$ cat src/rtl/score_tracker.sv
// Score tracker: per-player and global best-score storage with a
// request/compare FSM that reports personal and global wins.
//
// Ports:
//   clk          system clock, all state updates on rising edge
//   rst          synchronous active-low reset
//   score_req    pulse: compare score against stored bests
//   newHighScore pulse: commit score to storage
//   intPlayID    player ID (0..7)
//   isGuest      current player is the guest login
//   score        final game score (unsigned, 0..127)
//   valid        one-cycle pulse qualifying personalwin/globalwin
//   personalwin  score beat this player's stored best
//   globalwin    score beat the global best
//   busy         FSM is not in IDLE
//
// Configuration macro: SCORE_TRACKER_GUEST_GLOBAL_EN
//   undefined: guests never win or update the global best
//   defined:   guests compete for the global best like any player

module score_tracker #(
    parameter logic [6:0] INIT_BEST = 7'd0
) (
    input  logic       clk,
    input  logic       rst,
    input  logic       score_req,
    input  logic       newHighScore,
    input  logic [2:0] intPlayID,
    input  logic       isGuest,
    input  logic [6:0] score,
    output logic       valid,
    output logic       personalwin,
    output logic       globalwin,
    output logic       busy
);

    typedef enum logic [2:0] {
        S_IDLE,
        S_READ,
        S_CMP,
        S_RESP,
        S_WRITE
    } state_t;

    state_t     r_state;
    logic [6:0] r_best [8];
    logic [6:0] r_gbest;
    logic [2:0] r_id;
    logic       r_guest;
    logic [6:0] r_score;
    logic       r_pend;
    logic [6:0] r_rd_p;
    logic [6:0] r_rd_g;
    logic       r_valid;
    logic       r_pw;
    logic       r_gw;
    logic       r_busy;
    logic       w_glob_ok;

`ifdef SCORE_TRACKER_GUEST_GLOBAL_EN
    assign w_glob_ok = 1'b1;
`else
    assign w_glob_ok = ~r_guest;
`endif

    always_ff @(posedge clk) begin
        if (!rst) begin
            r_state <= S_IDLE;
            r_valid <= 1'b0;
            r_pw    <= 1'b0;
            r_gw    <= 1'b0;
            r_busy  <= 1'b0;
            r_pend  <= 1'b0;
            r_id    <= 3'd0;
            r_guest <= 1'b0;
            r_score <= 7'd0;
            r_rd_p  <= INIT_BEST;
            r_rd_g  <= INIT_BEST;
            r_gbest <= INIT_BEST;
            for (int i = 0; i < 8; i++) begin
                r_best[i] <= INIT_BEST;
            end
        end else begin
            r_valid <= 1'b0;
            unique case (r_state)
                S_IDLE: begin
                    // A request deferred behind a write goes first and
                    // uses the operands latched with that write.
                    if (r_pend) begin
                        r_pend  <= 1'b0;
                        r_state <= S_READ;
                        r_busy  <= 1'b1;
                    end else if (newHighScore) begin
                        r_id    <= intPlayID;
                        r_guest <= isGuest;
                        r_score <= score;
                        r_pend  <= score_req;
                        r_state <= S_WRITE;
                        r_busy  <= 1'b1;
                    end else if (score_req) begin
                        r_id    <= intPlayID;
                        r_guest <= isGuest;
                        r_score <= score;
                        r_state <= S_READ;
                        r_busy  <= 1'b1;
                    end
                end
                S_READ: begin
                    r_rd_p  <= r_best[r_id];
                    r_rd_g  <= r_gbest;
                    r_state <= S_CMP;
                end
                S_CMP: begin
                    r_pw    <= ~r_guest && (r_score > r_rd_p);
                    r_gw    <= w_glob_ok && (r_score > r_rd_g);
                    r_valid <= 1'b1;
                    r_state <= S_RESP;
                end
                S_RESP: begin
                    r_state <= S_IDLE;
                    r_busy  <= 1'b0;
                end
                S_WRITE: begin
                    if (!r_guest && (r_score > r_best[r_id])) begin
                        r_best[r_id] <= r_score;
                    end
                    if (w_glob_ok && (r_score > r_gbest)) begin
                        r_gbest <= r_score;
                    end
                    r_state <= S_IDLE;
                    r_busy  <= 1'b0;
                end
                default: begin
                    r_state <= S_IDLE;
                    r_busy  <= 1'b0;
                end
            endcase
        end
    end

    assign valid       = r_valid;
    assign personalwin = r_pw;
    assign globalwin   = r_gw;
    assign busy        = r_busy;

endmodule

$ cat config.mk
export PLATFORM = sky130hd
export DESIGN_NAME = score_tracker
export DESIGN_NICKNAME = d
export VERILOG_FILES = /design/src/rtl/score_tracker.sv
export SDC_FILE = /design/constraint.sdc
export NUM_CORES = 1
export LEC_CHECK = 0
export ABC_AREA = 1
export CAP_MARGIN = 0
export CORE_UTILIZATION = 50
export CTS_BUF_LIST = sky130_fd_sc_hd__clkbuf_4
export CTS_CLUSTER_SIZE = 40
export DETAILED_ROUTE_END_ITERATION = 8
export GPL_TIMING_DRIVEN = 0
export PLACE_DENSITY = 0.81
export SYNTH_ARGS = -nofsm -noshare
export SYNTH_HDL_FRONTEND = slang
export SYNTH_SLANG_ARGS = --single-unit
export TNS_END_PERCENT = 1
$ cat constraint.sdc
create_clock -name clk -period 2.6 [get_ports clk]
set_input_delay 0.39 -clock clk [delete_from_list [all_inputs] [get_ports clk]]
set_output_delay 0.39 -clock clk [all_outputs]
set_load 0.02 [all_outputs]
==> impl_summary.md <==
Clock network
The TritonCTS sink count is 99. The number of hold buffers added after CTS was 0. TritonCTS built the clock tree.

CTS built an H-tree with a depth of 3. TritonCTS created 9 clock buffers. Counting along the longest clock path gives a buffer depth of 2. Clock-pin slew was measured on the worst setup and hold paths at 0.15 ns. Clock tree synthesis selected as its root buffer the cell sky130_fd_sc_hd__clkbuf_4. The insertion delay to the later sink of the worst-skew pair is 0.46 ns.

Flow run
Across the run, the number of max-cap violations was 0.

Power
The analysis attributes to cell leakage a power of 2.48 nW. The total power density per cell area is 712 nW/um^2. Across the VDD grid, the largest voltage drop is 0.347 mV.

Floorplanning
The initial cell density of the core is 0.524. The overall die height is 101 um. The die boundary width is 101 um. The number of top-level design ports is 19. The number of core rows is 35. The floorplan step defined a core boundary enclosing 9420 sq um. The die covers 10300 sq um.

Global routing
The initial antenna violation count is 0. The overall fraction of global-route tracks in use is 0.250. The global-route wire length before repair is 19400 um. The residual overflow from global routing is 0. The number of global-route vias before repair is 4143. Entering global routing, the biggest net connects 16 pins.

Finish
The number of nets in the layout is 687. The area growth from synthesis to layout is 19.4%. The antenna diode count is 0. For this run, the number of standard cells in the final layout without fillers is 778. Of the cells placed in the final design, the portion with a size suffix greater than 1 is 0.125.

Logic synthesis
In the synthesized netlist, the cells that appear most often are sky130_fd_sc_hd__nand2_1, sky130_fd_sc_hd__inv_1, sky130_fd_sc_hd__nor2_1. The total standard cell area after synthesis is 4930 sq um. The cell type with the highest aggregate area in the netlist is sky130_fd_sc_hd__edfxtp_1. Synthesis produced a netlist with a net count of 645. By area the synthesized netlist is led by sky130_fd_sc_hd__edfxtp_1, sky130_fd_sc_hd__dfxtp_1, sky130_fd_sc_hd__nand2_1, sky130_fd_sc_hd__inv_1, sky130_fd_sc_hd__ha_1. Of all flip-flops after synthesis, the portion carrying an async set or reset was 0. Counting flops with a built-in enable in the synthesized netlist gives 56.

The number of synthesis warnings is 0. The main flop type after synthesis is sky130_fd_sc_hd__edfxtp_1. sky130_fd_sc_hd__nand2_1 is the most common cell in the netlist. The post-synthesis average cell area is 8.19 sq um. In the synthesized netlist, the number of instances is 602. Of the synthesized area, sequential elements account for 0.515. After synthesis the netlist holds a flip-flop and latch count of 99. Of the post-synthesis cell area, the dominant cell type holds 0.341. The count of cell types in the netlist is 26.

Setup path
The slowest cell on the critical path is sky130_fd_sc_hd__dfxtp_4. The endpoint of the worst register-to-register path is r_best[6][5]. The critical path contains buffers and inverters numbering 6 combined. The worst reg-to-reg path cell count is 17. In this run the number of cells on the critical path is 17. The critical path arrival is 2.90 ns. The critical path's top delay family is simple AND/OR/NAND/NOR gates.

Of all nets on the critical path, the largest fanout is 10. The setup check on the worst reg-to-reg path leaves a slack of 0.01 ns. At the worst endpoint, the required time is 2.91 ns. The worst setup path is of the reg2reg kind. The end point of the critical path is r_best[6][5]. The maximum single-stage delay on the critical path is 0.42 ns. Walking the worst path, the cells encountered are buf_8 -> buf_8 -> nand2_1 -> nand3_1 -> nand2_1 -> o21ai_2 -> inv_1 -> ha_1 -> inv_1 -> nor2_1 -> nand2_1 -> nand2_2 -> nor2_4 -> buf_8 -> nand3_4 -> buf_12 -> nor2_1. The worst setup path is captured at a register. The startpoint kind of the worst setup timing path is a register.

STA
The maximum clock rate is 386 MHz. For the pin with the worst max-slew slack, the measured transition is 1.39 ns. Headroom to the max-slew limit came out at 0.0753.

The final count of negative-setup-slack endpoints is 0. The maximum clock skew at final layout is 0.0144 ns. The routed design could run at a clock period as short as 2.59 ns. The total count of hold-check failures in the final report is 0.

Setup repair after global routing could not meet its margin everywhere. The tightest hold margin is 0.470 ns. The final period utilization is 0.995.

The number of max-slew violations in the final report is 0.

Place
Summed over all nets, the half-perimeter wirelength after detailed placement is 8330 um. The congestion estimate from routability-driven global placement came to 0.863. The number of placed instances, taps included, is 749. In this run the tool buffered the top-level ports with 18 buffer cells.

Drt
The residual antenna-violating net count after detailed routing is 0. Summing over every cut layer, the via total after detailed routing is 4205. Using the TritonRoute via totals, the vias-per-cell ratio works out to 5.40. The total routed wirelength is 12400 um. The DRC violation count after routing is 0. Dividing the detail-routed wire length by the instance count gives 16.0 um. The first-pass iteration count of the detailed router is 5. In this run, the number of DRC markers left after iteration 0 of detailed routing was 369.

Status
The run finished with clean final reports.

Worst hold path
In this run the worst hold path is classified as reg2reg.
[sequential cells by signal, summed over array words and instances, names as in the netlist, named ones only]
register / cells
r_guest: 1
valid: 1
r_pend: 1
r_id: 3
busy: 1
r_score: 7
r_state: 3
personalwin: 1
globalwin: 1
r_gbest: 7
r_best: 56
r_rd_g: 7
r_rd_p: 7
[report_power, final]
| part | switching (W) | internal [W] |
|---|---|---|
| combinational | 0.000827 | 0.000456 |
| sequential | 0.000112 | 0.00177 |
| clock | 0.000516 | 0.000506 |
[cell families after synthesis]
kind of cell             Yosys count  share of synthesized area
AND/OR/NAND/NOR                  271                      0.229
buffers and inverters            121                     0.0966
adder cells (fa/ha/maj)           28                     0.0710
AO/OA/AOI/OAI                     83                     0.0875
flip-flops                        99                      0.515
[worst register-to-register path, cell delays in order, from the launching register on]
cell and delay [ns]:
sky130_fd_sc_hd__dfxtp_4 0.42, sky130_fd_sc_hd__buf_8 0.13, sky130_fd_sc_hd__buf_8 0.13, sky130_fd_sc_hd__nand2_1 0.07, sky130_fd_sc_hd__nand3_1 0.09, sky130_fd_sc_hd__nand2_1 0.09, sky130_fd_sc_hd__o21ai_2 0.19, sky130_fd_sc_hd__inv_1 0.06
sky130_fd_sc_hd__ha_1 0.27, sky130_fd_sc_hd__inv_1 0.07, sky130_fd_sc_hd__nor2_1 0.06, sky130_fd_sc_hd__nand2_1 0.07, sky130_fd_sc_hd__nand2_2 0.07, sky130_fd_sc_hd__nor2_4 0.13, sky130_fd_sc_hd__buf_8 0.16, sky130_fd_sc_hd__nand3_4 0.15
sky130_fd_sc_hd__buf_12 0.19, sky130_fd_sc_hd__nor2_1 0.10
[stage by stage]
stage	power (W)	TNS [ns]	instance area (sq um)	setup WS [ns]	util
final	0.00419	0	5890	0.0120	0.625
after global routing	0.00440	-6.05	5890	-0.114	0.625
after CTS	0.00406	0	5680	0.00332	0.604
after detailed placement	0.00297	-34.58	5270	-0.539	0.560
after global placement	0.00290	-17.59	5270	-0.403	0.560
after floorplan	0.00264	0	4930	0.166	-
[layout by cell type (no fill, tap or decap), types with 3 or more instances in the layout]
cell,n
sky130_fd_sc_hd__nor2_1,79
sky130_fd_sc_hd__o21ai_0,25
sky130_fd_sc_hd__nand3_4,8
sky130_fd_sc_hd__ha_1,28
sky130_fd_sc_hd__dfxtp_1,40
sky130_fd_sc_hd__buf_8,4
sky130_fd_sc_hd__bufinv_16,3
sky130_fd_sc_hd__nand2_4,7
sky130_fd_sc_hd__o21ai_2,7
sky130_fd_sc_hd__nor3_1,8
sky130_fd_sc_hd__edfxtp_1,56
sky130_fd_sc_hd__a21o_1,3
sky130_fd_sc_hd__clkbuf_4,11
sky130_fd_sc_hd__clkbuf_1,5
sky130_fd_sc_hd__buf_4,10
sky130_fd_sc_hd__nand2_1,107
sky130_fd_sc_hd__nand3_1,46
sky130_fd_sc_hd__a21oi_1,44
sky130_fd_sc_hd__buf_6,3
sky130_fd_sc_hd__nand2_2,3
sky130_fd_sc_hd__nor2_2,3
sky130_fd_sc_hd__clkdlybuf4s50_1,18
sky130_fd_sc_hd__clkinv_1,7
sky130_fd_sc_hd__inv_1,94
sky130_fd_sc_hd__buf_2,6
[layout make-up]
type / count / area (sq um)
sequential: 99 / 2550
clock buffer: 11 / 82.6
buffer: 19 / 136
multi-input combinational: 382 / 2140
fill: 748 / 3530
timing repair buffer: 31 / 332
tap: 129 / 161
clock inverter: 5 / 101
inverter: 102 / 385
[per-layer routing]
| metal | routed length [um] | track usage | up-vias |
|---|---|---|---|
| li1 | - | - | 2034 |
| met1 | 4990 | 0.314 | 1948 |
| met2 | 6120 | 0.413 | 190 |
| met3 | 951 | 0.0545 | 33 |
| met4 | 366 | 0.119 | 0 |
| met5 | 0 | 0 | - |
[repair_timing]
action	in CTS	in global routing
gates cloned	0	1
setup endpoints to repair	112	112
pin swaps	2	7
buffers inserted	2	10
resized for setup	54	28
[worst min-delay path by stage]
stage               startpoint         to  cells after the start
global placement     r_rd_g[2]  r_rd_g[2]                      2
detailed placement   r_rd_g[3]  r_rd_g[3]                      2
global route         r_rd_g[1]  r_rd_g[1]                      2
CTS                  r_rd_g[3]  r_rd_g[3]                      2
floorplan            r_rd_g[1]  r_rd_g[1]                      2
finish               r_rd_g[3]  r_rd_g[3]                      2
No activity file was read; power rests on OpenSTA's default activity.
